$ cat src/rtl/vga_pkg.sv
// Shared VGA timing sets and sizing helpers for the timing generator and its users.
package vga_pkg;

  typedef struct packed {
    int unsigned active;
    int unsigned fp;
    int unsigned sync;
    int unsigned bp;
  } timing_t;

  localparam timing_t VGA640_H  = '{active: 640, fp: 16, sync: 96,  bp: 48};
  localparam timing_t VGA640_V  = '{active: 480, fp: 10, sync: 2,   bp: 33};
  localparam timing_t SVGA800_H = '{active: 800, fp: 56, sync: 120, bp: 64};
  localparam timing_t SVGA800_V = '{active: 600, fp: 37, sync: 6,   bp: 23};

  function automatic int unsigned timing_total(timing_t t);
    return t.active + t.fp + t.sync + t.bp;
  endfunction

  // Width of a packed {R,G,B} word for a given per-channel width.
  function automatic int unsigned rgb_width(int unsigned color_w);
    return 3 * color_w;
  endfunction

endpackage

$ cat src/rtl/vga_delay_line.sv
// Resettable, enable-gated shift register; DEPTH=0 collapses to a wire.
module vga_delay_line #(
  parameter int unsigned WIDTH = 1,
  parameter int unsigned DEPTH = 1
) (
  input  logic             clk,
  input  logic             rst,
  input  logic             en,
  input  logic [WIDTH-1:0] d,
  output logic [WIDTH-1:0] q
);

  if (DEPTH == 0) begin : g_wire
    assign q = d;
    logic unused;
    assign unused = ^{clk, rst, en};
  end else begin : g_sr
    logic [DEPTH-1:0][WIDTH-1:0] sr;

    always_ff @(posedge clk or negedge rst) begin
      if (!rst) begin
        sr <= '0;
      end else if (en) begin
        sr[0] <= d;
        for (int unsigned i = 1; i < DEPTH; i++) begin
          sr[i] <= sr[i-1];
        end
      end
    end

    assign q = sr[DEPTH-1];
  end

endmodule

$ cat src/rtl/vga_timing_gen.sv
// Parametrised VGA scanner: fetch coordinates plus sync/blank/RGB delayed to match
// the pixel source latency.
module vga_timing_gen
  import vga_pkg::*;
#(
  parameter int unsigned H_ACTIVE = VGA640_H.active,
  parameter int unsigned H_FP     = VGA640_H.fp,
  parameter int unsigned H_SYNC   = VGA640_H.sync,
  parameter int unsigned H_BP     = VGA640_H.bp,
  parameter int unsigned V_ACTIVE = VGA640_V.active,
  parameter int unsigned V_FP     = VGA640_V.fp,
  parameter int unsigned V_SYNC   = VGA640_V.sync,
  parameter int unsigned V_BP     = VGA640_V.bp,
  parameter bit          HS_POL   = 1'b0,
  parameter bit          VS_POL   = 1'b0,
  parameter int unsigned COLOR_W  = 3,
  parameter int unsigned PIPE     = 2,
  parameter int unsigned CNT_W    = 11
) (
  input  logic                            clk,
  input  logic                            rst,
  input  logic                            en,
  input  logic [rgb_width(COLOR_W)-1:0]   pix_in,
  output logic [CNT_W-1:0]                col,
  output logic [CNT_W-1:0]                row,
  output logic                            fetch_de,
  output logic [COLOR_W-1:0]              R,
  output logic [COLOR_W-1:0]              G,
  output logic [COLOR_W-1:0]              B,
  output logic                            Hs,
  output logic                            Vs,
  output logic                            de,
  output logic                            frame_start,
  output logic                            vblank
);

  localparam int unsigned H_TOTAL = timing_total(timing_t'{H_ACTIVE, H_FP, H_SYNC, H_BP});
  localparam int unsigned V_TOTAL = timing_total(timing_t'{V_ACTIVE, V_FP, V_SYNC, V_BP});
  localparam int unsigned PIX_W   = rgb_width(COLOR_W);

  localparam logic [CNT_W-1:0] H_LAST   = CNT_W'(H_TOTAL - 1);
  localparam logic [CNT_W-1:0] V_LAST   = CNT_W'(V_TOTAL - 1);
  localparam logic [CNT_W-1:0] H_ACT_C  = CNT_W'(H_ACTIVE);
  localparam logic [CNT_W-1:0] V_ACT_C  = CNT_W'(V_ACTIVE);
  localparam logic [CNT_W-1:0] HS_START = CNT_W'(H_ACTIVE + H_FP);
  localparam logic [CNT_W-1:0] HS_END   = CNT_W'(H_ACTIVE + H_FP + H_SYNC);
  localparam logic [CNT_W-1:0] VS_START = CNT_W'(V_ACTIVE + V_FP);
  localparam logic [CNT_W-1:0] VS_END   = CNT_W'(V_ACTIVE + V_FP + V_SYNC);

  if (H_ACTIVE == 0 || H_FP == 0 || H_SYNC == 0 || H_BP == 0 ||
      V_ACTIVE == 0 || V_FP == 0 || V_SYNC == 0 || V_BP == 0 ||
      COLOR_W == 0 || CNT_W == 0 || PIPE > 4 ||
      (64'(1) << CNT_W) <= 64'(H_TOTAL) || (64'(1) << CNT_W) <= 64'(V_TOTAL)) begin : g_bad_params
    $error("vga_timing_gen: illegal timing parameters");
  end

  logic hs_raw;
  logic vs_raw;
  logic hs_dly;
  logic vs_dly;
  logic de_dly;

  // Raster counters: col runs fastest, row advances on each line wrap.
  always_ff @(posedge clk or negedge rst) begin
    if (!rst) begin
      col <= '0;
      row <= '0;
    end else if (en) begin
      if (col == H_LAST) begin
        col <= '0;
        row <= (row == V_LAST) ? '0 : row + CNT_W'(1);
      end else begin
        col <= col + CNT_W'(1);
      end
    end
  end

  assign fetch_de    = (col < H_ACT_C) && (row < V_ACT_C);
  assign vblank      = (row >= V_ACT_C);
  assign frame_start = rst && en && (col == '0) && (row == '0);

  assign hs_raw = (col >= HS_START) && (col < HS_END);
  assign vs_raw = (row >= VS_START) && (row < VS_END);

  vga_delay_line #(
    .WIDTH (3),
    .DEPTH (PIPE)
  ) u_ctl_dly (
    .clk (clk),
    .rst (rst),
    .en  (en),
    .d   ({hs_raw, vs_raw, fetch_de}),
    .q   ({hs_dly, vs_dly, de_dly})
  );

  // Output register lines sync/blank up with pixel data from the source.
  always_ff @(posedge clk or negedge rst) begin
    if (!rst) begin
      R  <= '0;
      G  <= '0;
      B  <= '0;
      de <= 1'b0;
      Hs <= ~HS_POL;
      Vs <= ~VS_POL;
    end else if (en) begin
      de        <= de_dly;
      Hs        <= hs_dly ? HS_POL : ~HS_POL;
      Vs        <= vs_dly ? VS_POL : ~VS_POL;
      {R, G, B} <= de_dly ? pix_in : PIX_W'(0);
    end
  end

endmodule

$ cat config.mk
export PLATFORM = sky130hd
export DESIGN_NAME = vga_timing_gen
export DESIGN_NICKNAME = d
export VERILOG_FILES = /design/src/rtl/vga_pkg.sv /design/src/rtl/vga_delay_line.sv /design/src/rtl/vga_timing_gen.sv
export SDC_FILE = /design/constraint.sdc
export NUM_CORES = 1
export LEC_CHECK = 0
export ABC_AREA = 1
export CAP_MARGIN = 0
export CORE_MARGIN = 2
export CORE_UTILIZATION = 50
export DETAILED_ROUTE_END_ITERATION = 7
export GPL_ROUTABILITY_DRIVEN = 1
export HOLD_SLACK_MARGIN = 0.1
export PLACE_DENSITY_LB_ADDON = 0.05
export SLEW_MARGIN = 20
export SYNTH_ARGS = -nofsm -noshare
export SYNTH_HDL_FRONTEND = slang
export SYNTH_SLANG_ARGS = --single-unit
export TNS_END_PERCENT = 100
$ cat constraint.sdc
create_clock -name clk -period 1.66 [get_ports clk]
set_input_delay 0.249 -clock clk [delete_from_list [all_inputs] [get_ports clk]]
set_output_delay 0.249 -clock clk [all_outputs]
set_load 0.1 [all_outputs]
==> Word-level counts from Yosys, hierarchy flattened <==
Index checks and enable logic that the tools add are counted.
Widths: inputs -> output; s select.
{ "classes": {"n_lt_le_gt_ge": 7, "n_addsub": 2, "muxes": 5, "n_reduce_logical": 9, "eq_ne": 2} }
{ "ops": {"columns": ["operator", "count"], "rows": [
  ["$add 11x1->11 const B", 2],
  ["$eq 11x10->1 const B", 2],
  ["$ge 11x9->1 const B", 2],
  ["$logic_not 11->1", 2],
  ["$lt 11x10->1 const B", 2],
  ["$lt 11x9->1 const B", 2],
  ["$mux 11", 2],
  ["$ge 11x10->1 const B", 1],
  ["$mux 9", 1],
  ["$logic_and 1x1->1", 6],
  ["$mux 1", 2],
  ["$reduce_and 2->1", 1]
]} }
{ "totals": {"reg_bits": 40, "input_bits": 12, "out_inout_bits": 37, "wordCells": 35} }

==> Longest topological paths before layout <==
{ "logic_depth": {"word_depth": 3, "mapped_depth": 8, "mapped_depth_nobuf": 8} }

==> Hierarchy <==
From an unflattened synthesis, not the netlist that was laid out.
{ "hier_totals": {"hier_cells": 271, "hier_area_um2": 2089.5} }
{ "by_module_without_submodules": {"columns": ["module", "cells_each", "area_each_um2", "seq_area_each_um2", "n_inst"], "rows": [
  ["vga_timing_gen", 243, 1845.5, 853.3, 1],
  ["vga_delay_line", 28, 244.0, 150.1, 1]
]} }

==> Worst setup path after synthesis <==
Ideal clock, no wire load.
{ "synth_timing": {"kind": "register -> register", "startpoint": "register row[6]", "endpoint": "register u_ctl_dly.g_sr.sr[0] (netlist name)", "period_less_slack_ps": 5257, "path_buffers": 0, "path_slack_ps": -3597, "arrival_time_ps": 5122, "stages_incl_launch_ff": 6, "required_ps": 1525, "setup_time_ps": 135, "path_cell_list": "dfrtp_1 > nand2_1 > o21ai_0 > nor2_1 > nand2_1 > o21ai_0"} }
{ "synth_between": {"elab_chain_cells": 2} }
{ "synth_lines": {"columns": ["item", "line_no", "text"], "rows": [
  ["start, declared", "vga_timing_gen.sv:25", "output logic [CNT_W-1:0] row,"],
  ["start signal, assigned", "vga_timing_gen.sv:71", "row <= (row == V_LAST) ? '0 : row + CNT_W'(1);"],
  ["$lt 11x9->1", "vga_timing_gen.sv:78", "assign fetch_de = (col < H_ACT_C) && (row < V_ACT_C);"],
  ["$logic_and 1x1->1", "vga_timing_gen.sv:78", null],
  ["via fetch_de", "vga_timing_gen.sv:26", "output logic fetch_de,"],
  ["end signal, assigned by index", "vga_delay_line.sv:26", "sr[i] <= sr[i-1];"],
  ["end, declared", "vga_delay_line.sv:18", "logic [DEPTH-1:0][WIDTH-1:0] sr;"]
]} }
The timed path passes the listed nets, and every way through them passes these cells.
A chain may end at the register's enable or synchronous reset.

==> Worst setup path in the final report <==
{ "layout_timing": {"startpoint": "register row[6]", "endpoint": "output port frame_start"} }
{ "layout_between": {"elab_chain_cells": 2} }
{ "layout_lines": {"columns": ["item", "line_no", "text"], "rows": [
  ["$logic_not 11->1", "vga_timing_gen.sv:80", "assign frame_start = rst && en && (col == '0) && (row == '0);"],
  ["$logic_and 1x1->1", "vga_timing_gen.sv:80", null],
  ["end, declared", "vga_timing_gen.sv:33", "output logic frame_start,"]
]} }
Every way passes these cells.

==> run_results.csv <==
group,metric,value,unit
worst_setup_path,critical_path_required,1.41,ns
worst_setup_path,timing.reg2reg.setup_slack,-0.04,ns
placed_design,dp.cells,392,
timing,fin_worst_skew,0.0109,ns
worst_setup_path,worst_setup_path_end_kind,"output port",
detailed_routing,routed_wirelength,6910,um
final_layout,area_growth_syn_to_layout,67.2,%
power_and_ir_drop,worst_ir_drop_on_vdd,0.000974,V
synthesis,asyncSetResetFlopFracSynth,100,%
synthesis,synthTopCellsByCount,"nand2_1 (86), dfrtp_1 (38), inv_1 (32), nand3_1 (30), nor2_1 (25)",
synthesis,synthesis.nets,298,
synthesis,synth.top_cell.area_share,45.1,%
timing,max_slew.worst_pin.slew,0.501,ns
clocking,tritoncts,"built",
synthesis,synthesis.instances,282,
synthesis,synth-edff-count,0,
worst_setup_path,timing.rr.start,"row[6]",
timing,timing.final.crit_period,2.00,ns
final_layout,layout.nets,377,
worst_setup_path,criticalPathCategory,"reg -> out",
timing,maxSlewHeadroom,66.6,%
final_layout,area_used_by_multi_input_combinational_logic,1020,um^2
clocking,clk_latency,0.31,ns
timing,rsz0062_at_grt,"yes",
global_route,grt_pass1_wl,9740,um
synthesis,ys_seq_elements,40,
final_layout,filler_cell_count,207,
clocking,clkSinkCount,40,
worst_setup_path,setup.worst_path.end,"frame_start",
power_and_ir_drop,cellPowerDensity,1030,nW/um^2
placed_design,globalplace.congestion,0.896,
final_layout,layout.area.seq,1060,um^2
final_layout,layout_cell_share_with_drive_strength_beyond_1,35.6,%
detailed_routing,avgRoutedWirePerCell,16.8,um
worst_setup_path,reg2regPathDepth,9,
timing,fin_crit_sh,120,%
worst_setup_path,worst-path-max-fanout,2,
worst_hold_path,hold_class,"reg -> reg",
detailed_routing,drt-initial-drc-count,321,
clocking,cts-root-to-sink-buffers,2,
floorplanning,core,4030,um^2
outcome,status,"finished, violations left",
global_route,antenna_found_initial,0,
synthesis,yosys_warnings,0,
worst_setup_path,critical_path.reg2reg.endpoint,"u_ctl_dly.g_sr.sr[0]",
timing,timing_max_transition_violations_final,0,
clocking,cts-buffers-inserted,5,
detailed_routing,remaining_drc_errors,0,
placed_design,portBuffers,48,
synthesis,yosys.cell_types.count,25,
timing,post-route-worst-setup-slack,-0.339,ns
floorplanning,rows,23,
clocking,htree_num_levels,2,
synthesis,synth.yosys.seq_area_share,47.5,%
power_and_ir_drop,static-leakage-power,1.64,nW
flow_run,drv.max_cap_violation_count,0,
global_route,overflow,0,
timing,number_of_setup_violations_in_the_final_report,4,
timing,fin_hold_ws,0.456,ns
outcome,violations,"negative setup slack",
timing,timing.final.hold_violations,0,
synthesis,dominantRegCellSynth,"dfrtp_1",
synthesis,avgSynthCellArea,7.49,um^2
synthesis,synth.area.top_cells,"dfrtp_1 (45%), nand2_1 (15%), nand3_1 (7.1%)",
global_route,first_global_vias,2117,
clocking,clk_pin_slew_worst_paths,0.09,ns
final_layout,layout.cells.non_filler,412,
timing,clock.fmax,0.500,GHz
worst_setup_path,worstPathArrival,1.75,ns
floorplanning,die_h,69.0,um
floorplanning,io-pin-count,49,
synthesis,syn_area,2110,um^2
global_route,groute.usage.overall,27.9,%
detailed_routing,num_vias,2320,
worst_setup_path,worst_setup_path_startpoint,"row[6]",
floorplanning,initial_utilization,52.4,%
placed_design,post-dp-hpwl,4230,um
clocking,clockRootBuffer,"clkbuf_8",
global_route,grt_start_max_net_pins,41,
synthesis,post-synth-top-area-cell,"dfrtp_1",
detailed_routing,antenna_violating_nets_left,0,
synthesis,yosysMostFrequentCell,"nand2_1",
detailed_routing,via_per_inst,5.63,
final_layout,antennaDiodeCount,0,
worst_setup_path,worst_setup_path_start_kind,"register",
floorplanning,die_w,69.0,um
detailed_routing,drt-pass1-iter-count,5,
floorplanning,die-area,4760,um^2
## power breakdown
group | switching [mW] | internal [mW]
Clock | 0.382 | 0.337
Sequential | 0.185 | 1.10
Combinational | 1.07 | 0.566
Total | 1.64 | 2.00
## cells in the final DEF (no fill, tap or decap), types with 2 or more instances in the layout
cell type / n
nand2_1: 82
buf_12: 38
nand3_1: 29
inv_1: 26
buf_4: 25
nor2_1: 21
dfrtp_1: 16
o21ai_0: 14
dfrtp_4: 11
dfrtp_2: 11
clkdlybuf4s50_1: 10
nand4_1: 8
o21ai_1: 8
inv_2: 6
nor3_1: 6
clkbuf_8: 6
nor2_2: 5
xor2_1: 5
nor2_4: 3
buf_6: 3
dfstp_2: 2
inv_4: 2
nand2_2: 2
o21ai_2: 2
ha_1: 2
clkinvlp_4: 2
clkbuf_16: 2
## layout make-up
cell class	instances	share of cell area (%)
timing repair buffer	80	32.5
sequential	40	30.0
multi-input combinational	198	29.0
inverter	36	4.01
clock buffer	6	2.34
tap	50	1.77
clock inverter	2	0.425
## layer usage
metal,vias up,track usage (%),share of wire [%]
li1,1053,-,-
met1,1095,33.9,39
met5,-,0,0
met4,0,8.58,4.2
met3,35,7.79,7.5
met2,137,48.1,49
## logic make-up after synthesis
family	synth area share [%]
AND/OR/NAND/NOR	32.4
buffers and inverters	8.36
flip-flops	47.5
AO/OA/AOI/OAI	6.82
XOR/XNOR	2.49
adder cells (fa/ha/maj)	2.37
## worst max-delay path: stages (launching register included)
cell and delay [ns]:
dfrtp_4 0.50, nor2_4 0.11, nand2_2 0.08, nor4_2 0.27, nand2_1 0.14, nor2_4 0.16, buf_12 0.18
## repair_timing
action / CTS / global route
cloned: 0 / 2
hold endpoints to repair: 38 / 0
hold buffers: 1 / 0
setup endpoints to repair: 2 / 6
gates resized for setup: 6 / 7
buffers inserted: 5 / 5
pin swaps: 6 / 8
## sequential cells by signal, summed over array words and instances, names as in the netlist
name and count:
u_ctl_dly.g_sr.sr 3, B 3, de 1, G 3
Hs 1, u_ctl_dly.q 3, R 3, row 11
Vs 1, col 11
## metrics by stage
stage	total power, mW	TNS (ns)	util, %	worst slack, ns	instance area (um^2)
CTS	3.60	-0.331	85.1	-0.312	3430
floorplan	2.22	-0.830	-	-0.309	2230
finish	3.64	-0.521	87.6	-0.339	3530
global placement	2.86	0	80.9	0.0225	3260
detailed placement	2.89	0	80.9	0.00584	3260
global route	3.76	-0.654	87.6	-0.366	3530
## worst min path at each step
stage	startpoint	endpoint	slack (ns)	cells past startpoint
floorplan	rst	B[0]	-0.05	0
global placement	rst	u_ctl_dly.g_sr.sr[2]	0.37	2
detailed placement	rst	u_ctl_dly.g_sr.sr[2]	0.37	2
CTS	u_ctl_dly.q[1]	Vs	0.46	1
global route	u_ctl_dly.q[1]	Vs	0.47	1
finish	u_ctl_dly.q[1]	Vs	0.46	1
Power figures use the tool's default switching activity.
